### src/rtl/minitb_pkg.sv
// Shared definitions for the miniTB04 core: machine-cycle map, ALU command codes,
// instruction-register field positions and the sequencer state type.
package minitb_pkg;

    localparam logic [2:0] CYC_FETCH = 3'd0;
    localparam logic [2:0] CYC_CLEAR = 3'd1;
    localparam logic [2:0] CYC_LATCH = 3'd2;
    localparam logic [2:0] CYC_EXEC  = 3'd5;
    localparam logic [2:0] CYC_PCUPD = 3'd6;
    localparam logic [2:0] CYC_LAST  = 3'd7;

    localparam logic [3:0] CMD_ADD   = 4'b0000;
    localparam logic [3:0] CMD_SUB   = 4'b0001;
    localparam logic [3:0] CMD_AND   = 4'b0010;
    localparam logic [3:0] CMD_OR    = 4'b0011;
    localparam logic [3:0] CMD_XOR   = 4'b0100;
    localparam logic [3:0] CMD_LDI   = 4'b0101;
    localparam logic [3:0] CMD_JMP   = 4'b0110;
    localparam logic [3:0] CMD_JZ    = 4'b0111;
    localparam logic [3:0] CMD_NOP   = 4'b1000;

    localparam int IR_CMD_MSB = 7;
    localparam int IR_CMD_LSB = 4;
    localparam int IR_IMM_MSB = 3;
    localparam int IR_IMM_LSB = 0;

    typedef enum logic {
        ST_IDLE = 1'b0,
        ST_RUN  = 1'b1
    } seq_state_t;

endpackage

### src/rtl/fetch_sequencer_if.sv
// ROM fetch and ALU command/result bundle between the sequencer (master)
// and the ROM/ALU side (slave).
interface fetch_sequencer_if #(
    parameter int PC_W = 4
) ();
    logic [PC_W-1:0] rom_addr;
    logic [7:0]      rom_data;
    logic [2:0]      cycle;
    logic [3:0]      command;
    logic [3:0]      immediate;
    logic            alu_jump;
    logic [3:0]      alu_data;

    modport master (
        output rom_addr, cycle, command, immediate,
        input  rom_data, alu_jump, alu_data
    );

    modport slave (
        input  rom_addr, cycle, command, immediate,
        output rom_data, alu_jump, alu_data
    );
endinterface

### src/rtl/fetch_sequencer_cycle_counter.sv
// 3-bit machine-cycle counter: wraps 7 -> 0, counts while en, synchronous clear.
module cycle_counter
    import minitb_pkg::*;
(
    input  logic       clk,
    input  logic       clr,
    input  logic       en,
    output logic [2:0] count,
    output logic       tc
);
    logic [2:0] count_reg;

    always_ff @(posedge clk) begin
        if (clr) begin
            count_reg <= CYC_FETCH;
        end else if (en) begin
            count_reg <= count_reg + 3'd1;
        end
    end

    assign count = count_reg;
    assign tc    = (count_reg == CYC_LAST);
endmodule

### src/rtl/fetch_sequencer.sv
// Instruction fetch sequencer for miniTB04: owns pc, IR and the machine cycle.
// Optional single-instruction stepping is enabled by defining SINGLE_STEP_EN.
module fetch_sequencer
    import minitb_pkg::*;
#(
    parameter int         PC_W     = 4,
    parameter logic [7:0] IR_RESET = 8'h80
) (
    input  logic            clk,
    input  logic            reset,
    input  logic            run,
    input  logic            step,
    fetch_sequencer_if.master bus,
    output logic [PC_W-1:0] pc,
    output logic            busy,
    output logic            instr_done
);
    seq_state_t      state_reg;
    logic [PC_W-1:0] pc_reg;
    logic [7:0]      ir_reg;
    logic            done_reg;
    logic            single_reg;
    logic [2:0]      cycle;
    logic            last_cycle;
    logic            start_step;
    logic [PC_W-1:0] jump_target;

`ifdef SINGLE_STEP_EN
    assign start_step = step & ~run;
`else
    // Step is part of the port list in every build but has no effect here.
    assign start_step = step & 1'b0;
`endif

    // Jump target is alu_data zero-extended or truncated to the pc width.
    for (genvar gi = 0; gi < PC_W; gi++) begin : g_jump_target
        if (gi < 4) begin : g_data
            assign jump_target[gi] = bus.alu_data[gi];
        end else begin : g_zero
            assign jump_target[gi] = 1'b0;
        end
    end

    cycle_counter u_cycle_counter (
        .clk   (clk),
        .clr   (reset),
        .en    (state_reg == ST_RUN),
        .count (cycle),
        .tc    (last_cycle)
    );

    always_ff @(posedge clk) begin
        if (reset) begin
            state_reg  <= ST_IDLE;
            pc_reg     <= '0;
            ir_reg     <= IR_RESET;
            done_reg   <= 1'b0;
            single_reg <= 1'b0;
        end else begin
            done_reg <= 1'b0;
            case (state_reg)
                ST_IDLE: begin
                    if (run) begin
                        state_reg  <= ST_RUN;
                        single_reg <= 1'b0;
                    end else if (start_step) begin
                        state_reg  <= ST_RUN;
                        single_reg <= 1'b1;
                    end
                end
                ST_RUN: begin
                    if (cycle == CYC_LATCH) begin
                        ir_reg <= bus.rom_data;
                    end
                    // done is registered here so it is high throughout cycle 7.
                    if (cycle == CYC_PCUPD) begin
                        pc_reg   <= bus.alu_jump ? jump_target : pc_reg + PC_W'(1);
                        done_reg <= 1'b1;
                    end
                    if (last_cycle && (single_reg || !run)) begin
                        state_reg <= ST_IDLE;
                    end
                end
                default: state_reg <= ST_IDLE;
            endcase
        end
    end

    assign pc            = pc_reg;
    assign bus.rom_addr  = pc_reg;
    assign bus.cycle     = cycle;
    assign bus.command   = ir_reg[IR_CMD_MSB:IR_CMD_LSB];
    assign bus.immediate = ir_reg[IR_IMM_MSB:IR_IMM_LSB];
    assign busy          = (state_reg == ST_RUN);
    assign instr_done    = done_reg;
endmodule

### src/flat_wrapper.sv
// flat-port wrapper written by rule: the top's interface ports become plain ports
module fetch_sequencer_flat import minitb_pkg::*;
#(
    parameter int         PC_W     = 4,
    parameter logic [7:0] IR_RESET = 8'h80
)
  (clk, reset, run, step, pc, busy, instr_done, bus_rom_addr, bus_cycle, bus_command, bus_immediate, bus_rom_data, bus_alu_jump, bus_alu_data);
  fetch_sequencer_if #(.PC_W(PC_W)) bus_i ();
  input  logic clk;
  input  logic reset;
  input  logic run;
  input  logic step;
  output logic [PC_W-1:0] pc;
  output logic busy;
  output logic instr_done;
  output wire logic [$bits(bus_i.rom_addr)-1:0] bus_rom_addr;
  output wire logic [$bits(bus_i.cycle)-1:0] bus_cycle;
  output wire logic [$bits(bus_i.command)-1:0] bus_command;
  output wire logic [$bits(bus_i.immediate)-1:0] bus_immediate;
  input wire logic [$bits(bus_i.rom_data)-1:0] bus_rom_data;
  input wire logic [$bits(bus_i.alu_jump)-1:0] bus_alu_jump;
  input wire logic [$bits(bus_i.alu_data)-1:0] bus_alu_data;
  assign bus_rom_addr = bus_i.rom_addr;
  assign bus_cycle = bus_i.cycle;
  assign bus_command = bus_i.command;
  assign bus_immediate = bus_i.immediate;
  assign bus_i.rom_data = bus_rom_data;
  assign bus_i.alu_jump = bus_alu_jump;
  assign bus_i.alu_data = bus_alu_data;
  fetch_sequencer #(.PC_W(PC_W), .IR_RESET(IR_RESET)) u_core (.clk(clk), .reset(reset), .run(run), .step(step), .bus(bus_i), .pc(pc), .busy(busy), .instr_done(instr_done));
endmodule
### config.mk
export PLATFORM = sky130hd
export DESIGN_NAME = fetch_sequencer_flat
export DESIGN_NICKNAME = d
export VERILOG_FILES = /design/src/rtl/minitb_pkg.sv /design/src/rtl/fetch_sequencer_if.sv /design/src/rtl/fetch_sequencer_cycle_counter.sv /design/src/rtl/fetch_sequencer.sv /design/src/flat_wrapper.sv
export SDC_FILE = /design/constraint.sdc
export NUM_CORES = 1
export LEC_CHECK = 0
export CAP_MARGIN = 10
export CORE_MARGIN = 5
export CORE_UTILIZATION = 38
export CTS_CLUSTER_DIAMETER = 200
export CTS_CLUSTER_SIZE = 8
export DETAILED_ROUTE_END_ITERATION = 10
export HOLD_SLACK_MARGIN = 0.1
export PLACE_DENSITY = 0.73
export RECOVER_POWER = 50
export SYNTH_ARGS = -nofsm -noshare
export SYNTH_HDL_FRONTEND = slang
export SYNTH_SLANG_ARGS = --single-unit
export TNS_END_PERCENT = 100
### constraint.sdc
create_clock -name clk -period 1.4 [get_ports clk]
set_input_delay 0.28 -clock clk [delete_from_list [all_inputs] [get_ports clk]]
set_output_delay 0.28 -clock clk [all_outputs]
set_load 0.05 [all_outputs]
==> run_results.csv, run 1 <==
group,metric,value,unit
status,run_status,"complete, no violations",
setup_path,worstPathArrival,1.50,ns
route,drc,0,
route,via_count,673,
floorplanning,die-area,3010,µm²
placement,io_buffer_count,36,
global_routing,globalRouteOverflowTotal,0,
clocking,h-tree-depth,1,
min_path,hp-class,"register to register",
placement,postPlaceCellArea,1380,µm²
floorplanning,initial_core_util,39.4,%
synthesis,syn-num-nets,100,
synthesis,synth-edff-count,0,
global_routing,grt_usage,14.7,%
synthesis,synthFlopType,"dfxtp_1",
timing,finClkSkew,0.000481,ns
synthesis,synthArstFlopShare,0,%
synthesis,ys_ff_latch,17,
timing,setup_viol,0,
floorplanning,io_pins,38,
synthesis,synth_top_family_by_area,"simple AND/OR/NAND/NOR gates",
clocking,postCtsHoldBufs,0,
clocking,clk_latency,0.29,ns
clocking,cts.sinks,17,
synthesis,synth_warnings,0,
timing,fmax,765,MHz
cells_and_area,diodes,0,
floorplanning,die_h,54.9,µm
clocking,cts_tree,"done",
floorplanning,core,1940,µm²
synthesis,netlist-cell-type-count,25,
timing,grt_setup_unrepaired,"false",
synthesis,synthAdderAreaFrac,6.55,%
timing,drv_slew,0,
synthesis,syn_area,764,µm²
setup_path,crit_slowest_cell,"dfxtp_4",
setup_path,critPathCaptureType,"register",
global_routing,grt_max_degree,10,
pwr,p_leak,0.574,nW
route,first_pass_iters,2,
flow_run,drv_cap,0,
cells_and_area,drive_above_1_share,31.0,%
synthesis,seq_area_frac_synth,44.5,%
route,viasPerCell,4.71,
route,drt_iter0_drc,5,
route,post_drt_wl_per_cell,13.0,µm
route,ant_nets,0,
placement,dp_hpwl,1530,µm
setup_path,path_max_fanout,5,
clocking,clk_pin_slew,0.10,ns
floorplanning,rows,16,
cells_and_area,final_cell_area,1240,µm²
timing,worst_slew_pin_slew,0.325,ns
pwr,ir_drop,0.000578,V
setup_path,crit_required,1.59,ns
cells_and_area,fin_nets,138,
cells_and_area,syn_to_final_growth,62.4,%
setup_path,path_buf_inv,1,
floorplanning,fp.dieW,54.9,µm
synthesis,synth_mux_area_share,13.1,%
cells_and_area,final_cell_mix,"15 x nor2_1, 15 x clkdlybuf4s50_1, 14 x dfxtp_1, 11 x buf_12",
timing,finalCritPeriodShare,93.4,%
setup_path,start_kind,"register",
placement,gp_congestion,0.724,
global_routing,antenna_found_initial,0,
route,drt_wl_total,1860,µm
synthesis,syn_inst,79,
setup_path,worstSetupPathType,"register to register",
timing,slew_headroom,78.3,%
pwr,power_density,790,nW/µm²
clocking,root_buffer,"clkbuf_4",
pwr,finalPower,0.000981,W
global_routing,first_global_vias,746,
global_routing,grt_pass1_wl,3130,µm
cells_and_area,largest_reg_flops,8,
setup_path,path_delay_family,"flip-flops",
setup_path,slowest_delay,0.37,ns
timing,period_minus_slack,1.31,ns
synthesis,yosys.area_share.simple,16.7,%
clocking,cts_made_buffers,3,
synthesis,synth_xor_area_share,1.15,%
clocking,clockBufferDepth,2,
synthesis,synth_compound_area_share,8.51,%
timing,hold_violations,0,
setup_path,crit_chain,"inv_1, ha_2, and3_4, o21ai_0, a32o_1",
synthesis,syn_avg_cell_area,9.68,µm²
## worst paths after layout
kind	start	endpoint	slack (ns)	cells past startpoint
hold / removal	u_core.ir_reg[7]$_SDFFE_PP1P_	u_core.ir_reg[7]$_SDFFE_PP1P_	0.50	2
hold reg to reg	u_core.ir_reg[7]$_SDFFE_PP1P_	u_core.ir_reg[7]$_SDFFE_PP1P_	0.50	2
setup / recovery	u_core.u_cycle_counter.count[0]$_SDFFE_PP0P_	u_core.bus.rom_addr[3]$_SDFFE_PP0P_	0.09	5
setup reg to reg	u_core.u_cycle_counter.count[0]$_SDFFE_PP0P_	u_core.bus.rom_addr[3]$_SDFFE_PP0P_	0.09	5
## layer usage
metal  track usage, %  vias to the layer above  routed length [µm]
met2             25.0                       32                 822
li1                 -                      336                   -
met3             5.72                        4                 219
met5                0                        -                   0
met4             7.47                        0                  23
met1             15.4                      301                 795
## stage by stage
step           utilization (%)  setup TNS (ns)  worst slack [ns]  std cells  hold slack [ns]
2_1_floorplan                -               0            0.0518         79            0.397
3_3_place_gp              70.8         -0.0951           -0.0657        139            0.508
3_5_place_dp              70.8          -0.320            -0.135        139            0.518
4_1_cts                   72.2               0           0.00696        143            0.534
5_1_grt                   63.9               0            0.0268        143            0.555
6_report                  63.9               0            0.0930        143            0.500
## power by group
| group | switching, W | internal [W] | total (W) |
|---|---|---|---|
| logic | 0.000102 | 0.0000985 | 0.000201 |
| clock network | 0.000154 | 0.000111 | 0.000265 |
| registers | 0.0000156 | 0.000499 | 0.000515 |
| total | 0.000272 | 0.000709 | 0.000981 |
## synth_stat cells, types with 2 or more instances
cell type,n,area (µm²)
a21oi_1,2,10.0
nand2_1,2,7.51
clkbuf_1,2,7.51
a211oi_1,2,15.0
ha_1,4,50.1
mux2i_1,10,100
nor2_1,15,56.3
dfxtp_1,17,340
inv_1,3,11.3
o21ai_0,3,15.0
buf_4,5,37.5
## worst reg2reg max path, delay by kind of cell, from the launching register on
| family | cells | cell delay, ns |
|---|---|---|
| AO/OA/AOI/OAI | 2 | 0.35 |
| adder cells (fa/ha/maj) | 1 | 0.21 |
| buffers and inverters | 1 | 0.06 |
| flip-flops | 1 | 0.37 |
| AND/OR/NAND/NOR | 1 | 0.22 |
## cell families (layout without fill, tap and decap cells)
logic type,Yosys count,after routing
compound gates,10,10
xor+xnor,1,1
fa+ha+maj,4,4
buf+inv,12,49
flops,17,17
mux,10,10
simple gates,25,25
## timing repair
| item | CTS | global route |
|---|---|---|
| buffers inserted | 0 | 0 |
| gates resized for setup | 0 | 2 |
| setup endpoints to repair | 0 | 3 |
## layout make-up
class / count / area [µm²]
fill: 168 / 701
timing repair buffer: 42 / 463
multi-input combinational: 50 / 358
sequential: 17 / 349
tap: 27 / 33.8
clock buffer: 4 / 26.3
inverter: 3 / 11.3
Note: power is estimated with default switching activity, not from simulation.
==> inputs of run 2 (changes only) <==
--- a/config.mk
+++ b/config.mk
@@ -12,9 +12,10 @@
 export CTS_CLUSTER_SIZE = 8
 export DETAILED_ROUTE_END_ITERATION = 10
 export HOLD_SLACK_MARGIN = 0.1
-export PLACE_DENSITY = 0.73
+export PLACE_DENSITY = 0.74
 export RECOVER_POWER = 50
 export SYNTH_ARGS = -nofsm -noshare
 export SYNTH_HDL_FRONTEND = slang
+export SYNTH_HIERARCHICAL = 1
 export SYNTH_SLANG_ARGS = --single-unit
 export TNS_END_PERCENT = 100
==> run_results.csv, run 2 <==
group,metric,value,unit
timing,finalCritPeriodShare,93.8,%
setup_path,critPathCaptureType,"primary output",
setup_path,worstSetupPathType,"register to primary output",
clocking,clk_pin_slew,0.10,ns
timing,grt_setup_unrepaired,"false",
timing,worst_slack,0.0873,ns
synthesis,netlist-cell-type-count,27,
synthesis,syn_avg_cell_area,9.89,µm²
pwr,switching_share,27.4,%
synthesis,seq_area_frac_synth,45.9,%
route,via_count,693,
route,drc,0,
placement,dp.cells,143,
pwr,finalPower,0.000974,W
synthesis,synth_most_common_cell,"dfxtp_1",
timing,slew_headroom,79.5,%
global_routing,grt_max_degree,11,
synthesis,netlist_top_cells_area,"dfxtp_1 46%, mux2i_1 13%, nor2_1 7.6%",
global_routing,antenna_found_initial,0,
floorplanning,rows,16,
cells_and_area,seq_area,343,µm²
synthesis,syn_area,742,µm²
pwr,p_clk_share,28.1,%
timing,fmax,762,MHz
timing,drv_slew,0,
route,drt_wl_total,1960,µm
global_routing,grt_usage,14.8,%
synthesis,synthArstFlopShare,0,%
placement,post-place-ws,-0.0320,ns
floorplanning,io_pins,38,
clocking,h-tree-depth,1,
synthesis,synth_common_cells,"17 x dfxtp_1, 15 x nor2_1, 10 x mux2i_1, 4 x buf_4",
min_path,hp-class,"register to register",
synthesis,synth_warnings,6,
timing,finClkSkew,0.00450,ns
cells_and_area,fill_cells,153,
setup_path,crit_required,1.12,ns
floorplanning,fp.dieW,54.2,µm
synthesis,synth-edff-count,0,
timing,period_minus_slack,1.31,ns
global_routing,grt_pass1_wl,2990,µm
clocking,root_buffer,"clkbuf_4",
cells_and_area,diodes,0,
flow_run,drv_cap,0,
pwr,combPwrFrac,20.4,%
route,drt_iter0_drc,7,
setup_path,r2r_cells,4,
cells_and_area,final_cell_area,1260,µm²
clocking,clockBufferDepth,2,
floorplanning,die_h,54.2,µm
pwr,p_leak,0.535,nW
timing,worst_slew_pin_slew,0.307,ns
setup_path,timing.rr.start,"u_core/u_cycle_counter/count[0]$_SDFFE_PP0P_",
cells_and_area,final_cell_mix,"15 x nor2_1, 15 x dfxtp_1, 14 x clkdlybuf4s50_1, 11 x buf_12",
cells_and_area,drive_above_1_share,33.3,%
min_path,min_to,"u_core/ir_reg[1]$_SDFFE_PP0P_",
cells_and_area,fin_nets,141,
clocking,clk_latency,0.30,ns
floorplanning,initial_core_util,39.0,%
pwr,switchingPower,0.000267,W
floorplanning,die-area,2940,µm²
cells_and_area,multi_input_area,344,µm²
route,ant_nets,0,
cells_and_area,stdcell_count,147,
global_routing,first_global_vias,674,
clocking,cts_tree,"done",
route,viasPerCell,4.71,
placement,io_buffer_count,36,
setup_path,start_kind,"register",
synthesis,syn_inst,75,
setup_path,r2r_end,"u_core/bus.rom_addr[3]$_SDFFE_PP0P_",
setup_path,worstPathArrival,1.03,ns
synthesis,synth_top_area_cell,"dfxtp_1",
clocking,cts_made_buffers,3,
route,first_pass_iters,2,
status,run_status,"complete, no violations",
floorplanning,core,1900,µm²
cells_and_area,syn_to_final_growth,70.2,%
pwr,ir_drop,0.000525,V
setup_path,path_max_fanout,4,
placement,gp_congestion,0.732,
pwr,p_seq_share,51.5,%
synthesis,yosysTopAreaCellShare,45.9,%
synthesis,synthFlopType,"dfxtp_1",
pwr,power_density,771,nW/µm²
placement,postPlaceCellArea,1390,µm²
min_path,worstHoldPathCells,2,
timing,hold_violations,0,
placement,dp_hpwl,1560,µm
timing,setup_viol,0,
min_path,min_from,"u_core/ir_reg[1]$_SDFFE_PP0P_",
synthesis,ys_ff_latch,17,
route,post_drt_wl_per_cell,13.3,µm
clocking,cts.sinks,17,
cells_and_area,largest_reg_flops,8,
setup_path,r2r_slack,0.10,ns
synthesis,syn-num-nets,95,
global_routing,globalRouteOverflowTotal,0,
pwr,p_int,0.000707,W
-- run 2: cell types whose count changed after synthesis, sizes merged --
cell and change:
inv -1, and4b +1, a211oi -1, nand3b -1, a211o +1, nand2 -1
and4bb +1, ha -1, nor2b +1, clkbuf -2, nand4b +1, and3 -1
nand3 -1
-- run 2: worst max-delay path by stage --
stage / from / endpoint / slack [ns]
after floorplan: u_core/bus.rom_addr[0]$_SDFFE_PP0P_ / u_core/bus.rom_addr[3]$_SDFFE_PP0P_ / 0.05
after global placement: bus_alu_jump / u_core/bus.rom_addr[3]$_SDFFE_PP0P_ / -0.02
after detailed placement: bus_alu_jump / u_core/bus.rom_addr[2]$_SDFFE_PP0P_ / -0.03
after CTS: u_core/u_cycle_counter/count[2]$_SDFFE_PP0P_ / u_core/ir_reg[7]$_SDFFE_PP1P_ / 0.02
after global routing: u_core/u_cycle_counter/count[0]$_SDFFE_PP0P_ / u_core/bus.rom_addr[3]$_SDFFE_PP0P_ / 0.02
final: u_core/bus.rom_addr[2]$_SDFFE_PP0P_ / pc[2] / 0.09
-- run 2: critical path, cell delays in order, from the launching register on --
cell	delay [ns]
dfxtp_1	0.33
clkbuf_2	0.15
clkbuf_4	0.25
-- run 2: timing repair --
item                                    in CTS  in global routing
hold buffers                                 0                  0
buffers inserted                             0                  0
endpoints found under the setup margin       0                  4
resized for setup                            0                  1
-- run 2: kinds of logic after synthesis --
group	count (synthesis)	share of synthesized area [%]
and+or+nand+nor	25	17.7
AOI/OAI and AO/OA	10	8.94
muxes	10	13.5
xor gates and xnor gates	1	1.18
buffers and inverters	9	7.76
adders and majority gates	3	5.06
DFF	17	45.9
-- run 2: area by class of cell --
class | instances | share of cell area [%]
Sequential cell | 17 | 27.2
Clock inverter | 1 | 0.396
Multi-Input combinational cell | 49 | 27.3
Clock buffer | 3 | 1.78
Timing Repair Buffer | 48 | 40.1
Tap cell | 27 | 2.68
Inverter | 2 | 0.595
-- run 2: metal layers --
metal	global-route usage (%)	vias up	wire length, µm
met1	15.6	319	754
met4	9.96	0	57
li1	-	347	-
met5	0	-	0
met3	5.26	5	160
met2	24.5	22	987
-- run 2: stage by stage --
stage               hold WS [ns]  setup TNS, ns  util (%)
floorplan                  0.345              0         -
global placement           0.516        -0.0262      73.2
detailed placement         0.525        -0.0931      73.2
CTS                        0.539              0      74.6
global route               0.568              0      66.4
finish                     0.508              0      66.4
-- run 2: power groups by stage --
stage	clock [W]	combinational, W	sequential, W
2_1_floorplan	0	0.0000403	0.000560
3_3_place_gp	0	0.000206	0.000514
3_5_place_dp	0	0.000210	0.000516
4_1_cts	0.000280	0.000211	0.000505
5_1_grt	0.000311	0.000210	0.000503
6_report	0.000274	0.000198	0.000502
